===== config.mk =====
export PLATFORM = sky130hd
export DESIGN_NAME = bcd_to_binary
export DESIGN_NICKNAME = d
export VERILOG_FILES = /design/src/rtl/bcd_to_binary.sv
export SDC_FILE = /design/constraint.sdc
export NUM_CORES = 1
export LEC_CHECK = 0
export ABC_AREA = 1
export BUFFER_PORTS_ARGS = -buffer_cell sky130_fd_sc_hd__buf_2
export CAP_MARGIN = 20
export CORE_MARGIN = 2
export CORE_UTILIZATION = 31
export DETAILED_ROUTE_END_ITERATION = 8
export SKIP_LAST_GASP = 1
export SLEW_MARGIN = 5
export SYNTH_ARGS = -nofsm -noshare
export SYNTH_HDL_FRONTEND = slang
export SYNTH_SLANG_ARGS = --single-unit

===== constraint.sdc =====
create_clock -name clk_i -period 1.5 [get_ports clk_i]
set_input_delay 0.15 -clock clk_i [delete_from_list [all_inputs] [get_ports clk_i]]
set_output_delay 0.15 -clock clk_i [all_outputs]
set_load 0.02 [all_outputs]

===== src/rtl/bcd_to_binary.sv =====
// bcd_to_binary: sequential packed-BCD to unsigned binary converter.
// Reverse double-dabble, one result bit per clock. Words with a nibble above
// 9 are flagged through digit_error_o instead of being converted.
module bcd_to_binary #(
    parameter int DIGITS    = 3,
    parameter int BIN_WIDTH = 10
) (
    input  logic                  clk_i,
    input  logic                  reset_i,
    input  logic                  in_valid_i,
    output logic                  in_ready_o,
    input  logic [4*DIGITS-1:0]   bcd_in_i,
    output logic                  out_valid_o,
    input  logic                  out_ready_i,
    output logic [BIN_WIDTH-1:0]  bin_out_o,
    output logic                  digit_error_o,
    output logic                  busy_o
);

    localparam int BCD_W = 4 * DIGITS;
    localparam int SR_W  = BCD_W + BIN_WIDTH;
    localparam int CNT_W = $clog2(BIN_WIDTH + 1);
    localparam logic [CNT_W-1:0] LAST_CNT = CNT_W'(BIN_WIDTH - 1);

    typedef enum logic [1:0] {
        ST_IDLE    = 2'd0,
        ST_CONVERT = 2'd1,
        ST_DONE    = 2'd2
    } state_t;

    state_t               state_q;
    logic [SR_W-1:0]      sr_q;
    logic [SR_W-1:0]      sr_shift_s;
    logic [SR_W-1:0]      sr_d;
    logic [CNT_W-1:0]     count_q;
    logic [CNT_W-1:0]     count_d;
    logic                 in_ready_q;
    logic                 out_valid_q;
    logic                 busy_q;
    logic                 digit_error_q;
    logic [BIN_WIDTH-1:0] bin_out_q;
    logic                 bad_digit_s;

    // True when any nibble of the word is not a decimal digit.
    function automatic logic has_bad_digit(input logic [BCD_W-1:0] word);
        logic bad;
        bad = 1'b0;
        for (int i = 0; i < DIGITS; i++) begin
            bad = bad | (word[4*i +: 4] > 4'd9);
        end
        return bad;
    endfunction

    // One reverse double-dabble step: shift right, then pull every BCD nibble
    // that landed at 8 or more back down by 3.
    always_comb begin
        sr_shift_s  = sr_q >> 1;
        sr_d        = sr_shift_s;
        count_d     = count_q + CNT_W'(1);
        bad_digit_s = has_bad_digit(bcd_in_i);
        for (int i = 0; i < DIGITS; i++) begin
            if (sr_shift_s[BIN_WIDTH + 4*i +: 4] >= 4'd8) begin
                sr_d[BIN_WIDTH + 4*i +: 4] = sr_shift_s[BIN_WIDTH + 4*i +: 4] - 4'd3;
            end else begin
                sr_d[BIN_WIDTH + 4*i +: 4] = sr_shift_s[BIN_WIDTH + 4*i +: 4];
            end
        end
    end

    // Control FSM with registered handshake outputs and result holding.
    always_ff @(posedge clk_i) begin
        if (reset_i) begin
            state_q       <= ST_IDLE;
            sr_q          <= '0;
            count_q       <= '0;
            in_ready_q    <= 1'b0;
            out_valid_q   <= 1'b0;
            busy_q        <= 1'b0;
            digit_error_q <= 1'b0;
            bin_out_q     <= '0;
        end else begin
            case (state_q)
                ST_IDLE: begin
                    if (in_valid_i && in_ready_q) begin
                        in_ready_q <= 1'b0;
                        if (bad_digit_s) begin
                            // Reject without converting: result is presented next cycle.
                            bin_out_q     <= '0;
                            digit_error_q <= 1'b1;
                            out_valid_q   <= 1'b1;
                            state_q       <= ST_DONE;
                        end else begin
                            sr_q    <= {bcd_in_i, {BIN_WIDTH{1'b0}}};
                            count_q <= '0;
                            busy_q  <= 1'b1;
                            state_q <= ST_CONVERT;
                        end
                    end else begin
                        // in_ready comes up one cycle after reset or after a transfer.
                        in_ready_q <= 1'b1;
                    end
                end
                ST_CONVERT: begin
                    sr_q    <= sr_d;
                    count_q <= count_d;
                    if (count_q == LAST_CNT) begin
                        bin_out_q     <= sr_d[BIN_WIDTH-1:0];
                        digit_error_q <= 1'b0;
                        busy_q        <= 1'b0;
                        out_valid_q   <= 1'b1;
                        state_q       <= ST_DONE;
                    end else begin
                        state_q <= ST_CONVERT;
                    end
                end
                ST_DONE: begin
                    if (out_ready_i) begin
                        out_valid_q <= 1'b0;
                        in_ready_q  <= 1'b1;
                        state_q     <= ST_IDLE;
                    end else begin
                        state_q <= ST_DONE;
                    end
                end
                default: begin
                    state_q     <= ST_IDLE;
                    in_ready_q  <= 1'b0;
                    out_valid_q <= 1'b0;
                    busy_q      <= 1'b0;
                end
            endcase
        end
    end

    assign in_ready_o    = in_ready_q;
    assign out_valid_o   = out_valid_q;
    assign busy_o        = busy_q;
    assign digit_error_o = digit_error_q;
    assign bin_out_o     = bin_out_q;

endmodule


==> run metrics <==
outcome=complete, but fails checks; failing checks=design-rule violations; Routed Antenna Nets=0; Worst EP required=1.70 ns; met1 Usage GRT=between 10% and 20%; IO Port Bufs=29; Largest stage delay, worst path=0.33 ns; via count=1965; worst min path class=in2reg; Wirelength per Cell=between 10 and 15 um; drt via density=4.56; final total power=0.00265 W; area growth from synthesis to layout=20.5%; Slew Limit Headroom=76.1%; Post-DP Area=0.00239 mm2; Max clock buf depth=2; Post-Layout Inst Area=0.00250 mm2; share of layout cells above drive strength 1=18.9%; cts bufs inserted=5; Final GP Congestion=about 0.75; drt first pass iters=8; die area=between 0.007 and 0.008 mm2; Nets=376; met3 Track Usage GR=between 3 and 4%; Placement Rows=29; fillers=688; most common cell after layout, fill and taps aside=nand2_1; Syn Inst Count=roughly 310; Buf/Inv on CP=3; Worst Setup Path Type=reg2reg; CP Cell Sequence=inv_1, o21ai_2, inv_2, nor2_4, buf_4, nand4_1, nand2_1, nor2_1; Peak VDD IR=0.485 mV; DR iter-0 viols=80; Worst Max-Slew Pin Slew=0.355 ns; Critical Path End Type=flip-flop; Mean Syn Cell Area=~6.6 um2; final hold vios=0; Synth cell types=22; Final Cycle Share=between 90% and 100%; HPWL after DPL=3340 um; max-slew violations=0; global-route met2 utilization=22.3%; Leak=~1.2 nW; clk slew on worst S/H paths=0.08 ns; clock sink count=41; Root Buffer=clkbuf_8; gr usage total=a little over an eighth; commonest non-fill, non-tap cells in the layout=nand2_1 (99), dfxtp_1 (41), inv_1 (40); power density over cell area=1060 mW/mm2; FMAX=727 MHz; vias in the first global route=1806; synthesis-stage register bit count=between 40 and 50; Max Cap Violations=0; largest net degree at the start of global routing=26; Die W=85.8 um; final setup violation count=0; Antenna Cells=0; CP max stage cell=dfxtp_1; initial antenna violation count=0; TNS Setup=0 ns; Core Region=0.00642 mm2; Most Crowded Layer GR=met2; crit path DAT=around 1.6 ns; H-tree depth=2; IO Count=30; final setup skew=0.00529 ns; TritonCTS clock tree=built; first-pass GRT wire length=7910 um; syn_nets=335; Seq/Total Area, Yosys=39.5%; CP Launch Type=flip-flop; Mapped Area=0.00208 mm2; chip height=85.8 um; Congestion Overflow GR=0; DRC=2; Yosys warnings=0; worst-path fanout max=9; CP top delay family=simple AND/OR/NAND/NOR gates; WL final=4600 um; Clk Latency, worst-skew pair=0.29 ns; Final Instance Count excl. Fillers=431; Final min period=1.38 ns; Placed Cells=422; initial core utilization=32.3%; final core occ=38.9%
-- worst paths after layout --
path              endpoint  slack, ns           from  cells past startpoint
max           bin_out_o[9]       0.12     in_ready_o                      8
min               sr_q[21]       0.15   bcd_in_i[11]                      3
max reg2reg   bin_out_o[9]       0.12     in_ready_o                      8
min reg2reg  digit_error_o       0.45  digit_error_o                      2
-- worst min-delay path: stages --
cell and delay (ns):
buf_2 0.10, nand4_1 0.08, a21oi_1 0.06
-- flip-flops by register name, summed over array words and instances, names as in the netlist --
name / cells
sr_q: 21
bin_out_o: 10
count_q: 4
state_q: 2
busy_o: 1
digit_error_o: 1
in_ready_o: 1
out_valid_o: 1
-- where the power goes --
group          switching [W]  leakage, nW  internal (W)
logic               0.000429        0.830      0.000266
clock network       0.000361       0.0443      0.000365
registers          0.0000524        0.334       0.00118
total               0.000842         1.21       0.00181
-- metrics by stage --
step / worst slack [ns] / hold WS [ns]
final: 0.124 / 0.149
after CTS: 0.0621 / 0.139
after floorplan: 0.0798 / 0.321
after global placement: 0.0567 / 0.440
after detailed placement: 0.0471 / 0.444
after global routing: -0.0240 / 0.157
-- layer usage --
| layer | part of all wire [%] | vias to the layer above |
|---|---|---|
| li1 | - | 1063 |
| met2 | 46 | 23 |
| met3 | 2.8 | 4 |
| met1 | 49 | 875 |
| met4 | 1.4 | 0 |
| met5 | 0 | - |
-- cells in the mapped netlist (all sizes together) --
library cell / n / area share [%]
o21ai: 12 / 3.1
clkbuf: 5 / 0.90
nand3: 17 / 4.1
ha: 6 / 3.6
nand4: 12 / 3.6
buf: 11 / 3.7
or2: 4 / 1.2
a21oi: 31 / 7.5
inv: 42 / 7.6
dfxtp: 41 / 40
a31oi: 1 / 0.30
nor2: 27 / 5.4
nand2: 101 / 18
a211oi: 1 / 0.36
o31ai: 2 / 0.72
-- layout make-up --
cell class	instances	area [um2]	area share, %
multi-input combinational	214	1010	40.3
tap	77	96.3	3.85
inverter	42	158	6.30
clock buffer	7	86.3	3.45
sequential	41	821	32.8
timing repair buffer	50	332	13.3
-- kinds of logic after synthesis --
group,share of synthesized area (%)
compound gates,11.9
fa+ha+maj,3.62
buf+inv,12.2
flops,39.5
simple gates,32.7
-- timing repair --
item                       4_1_cts  5_1_grt
buffers inserted                 0        2
hold buffers                     0        0
setup endpoints to repair        0       30
gates resized for setup          0        4
No activity file was read; power rests on OpenSTA's default activity.
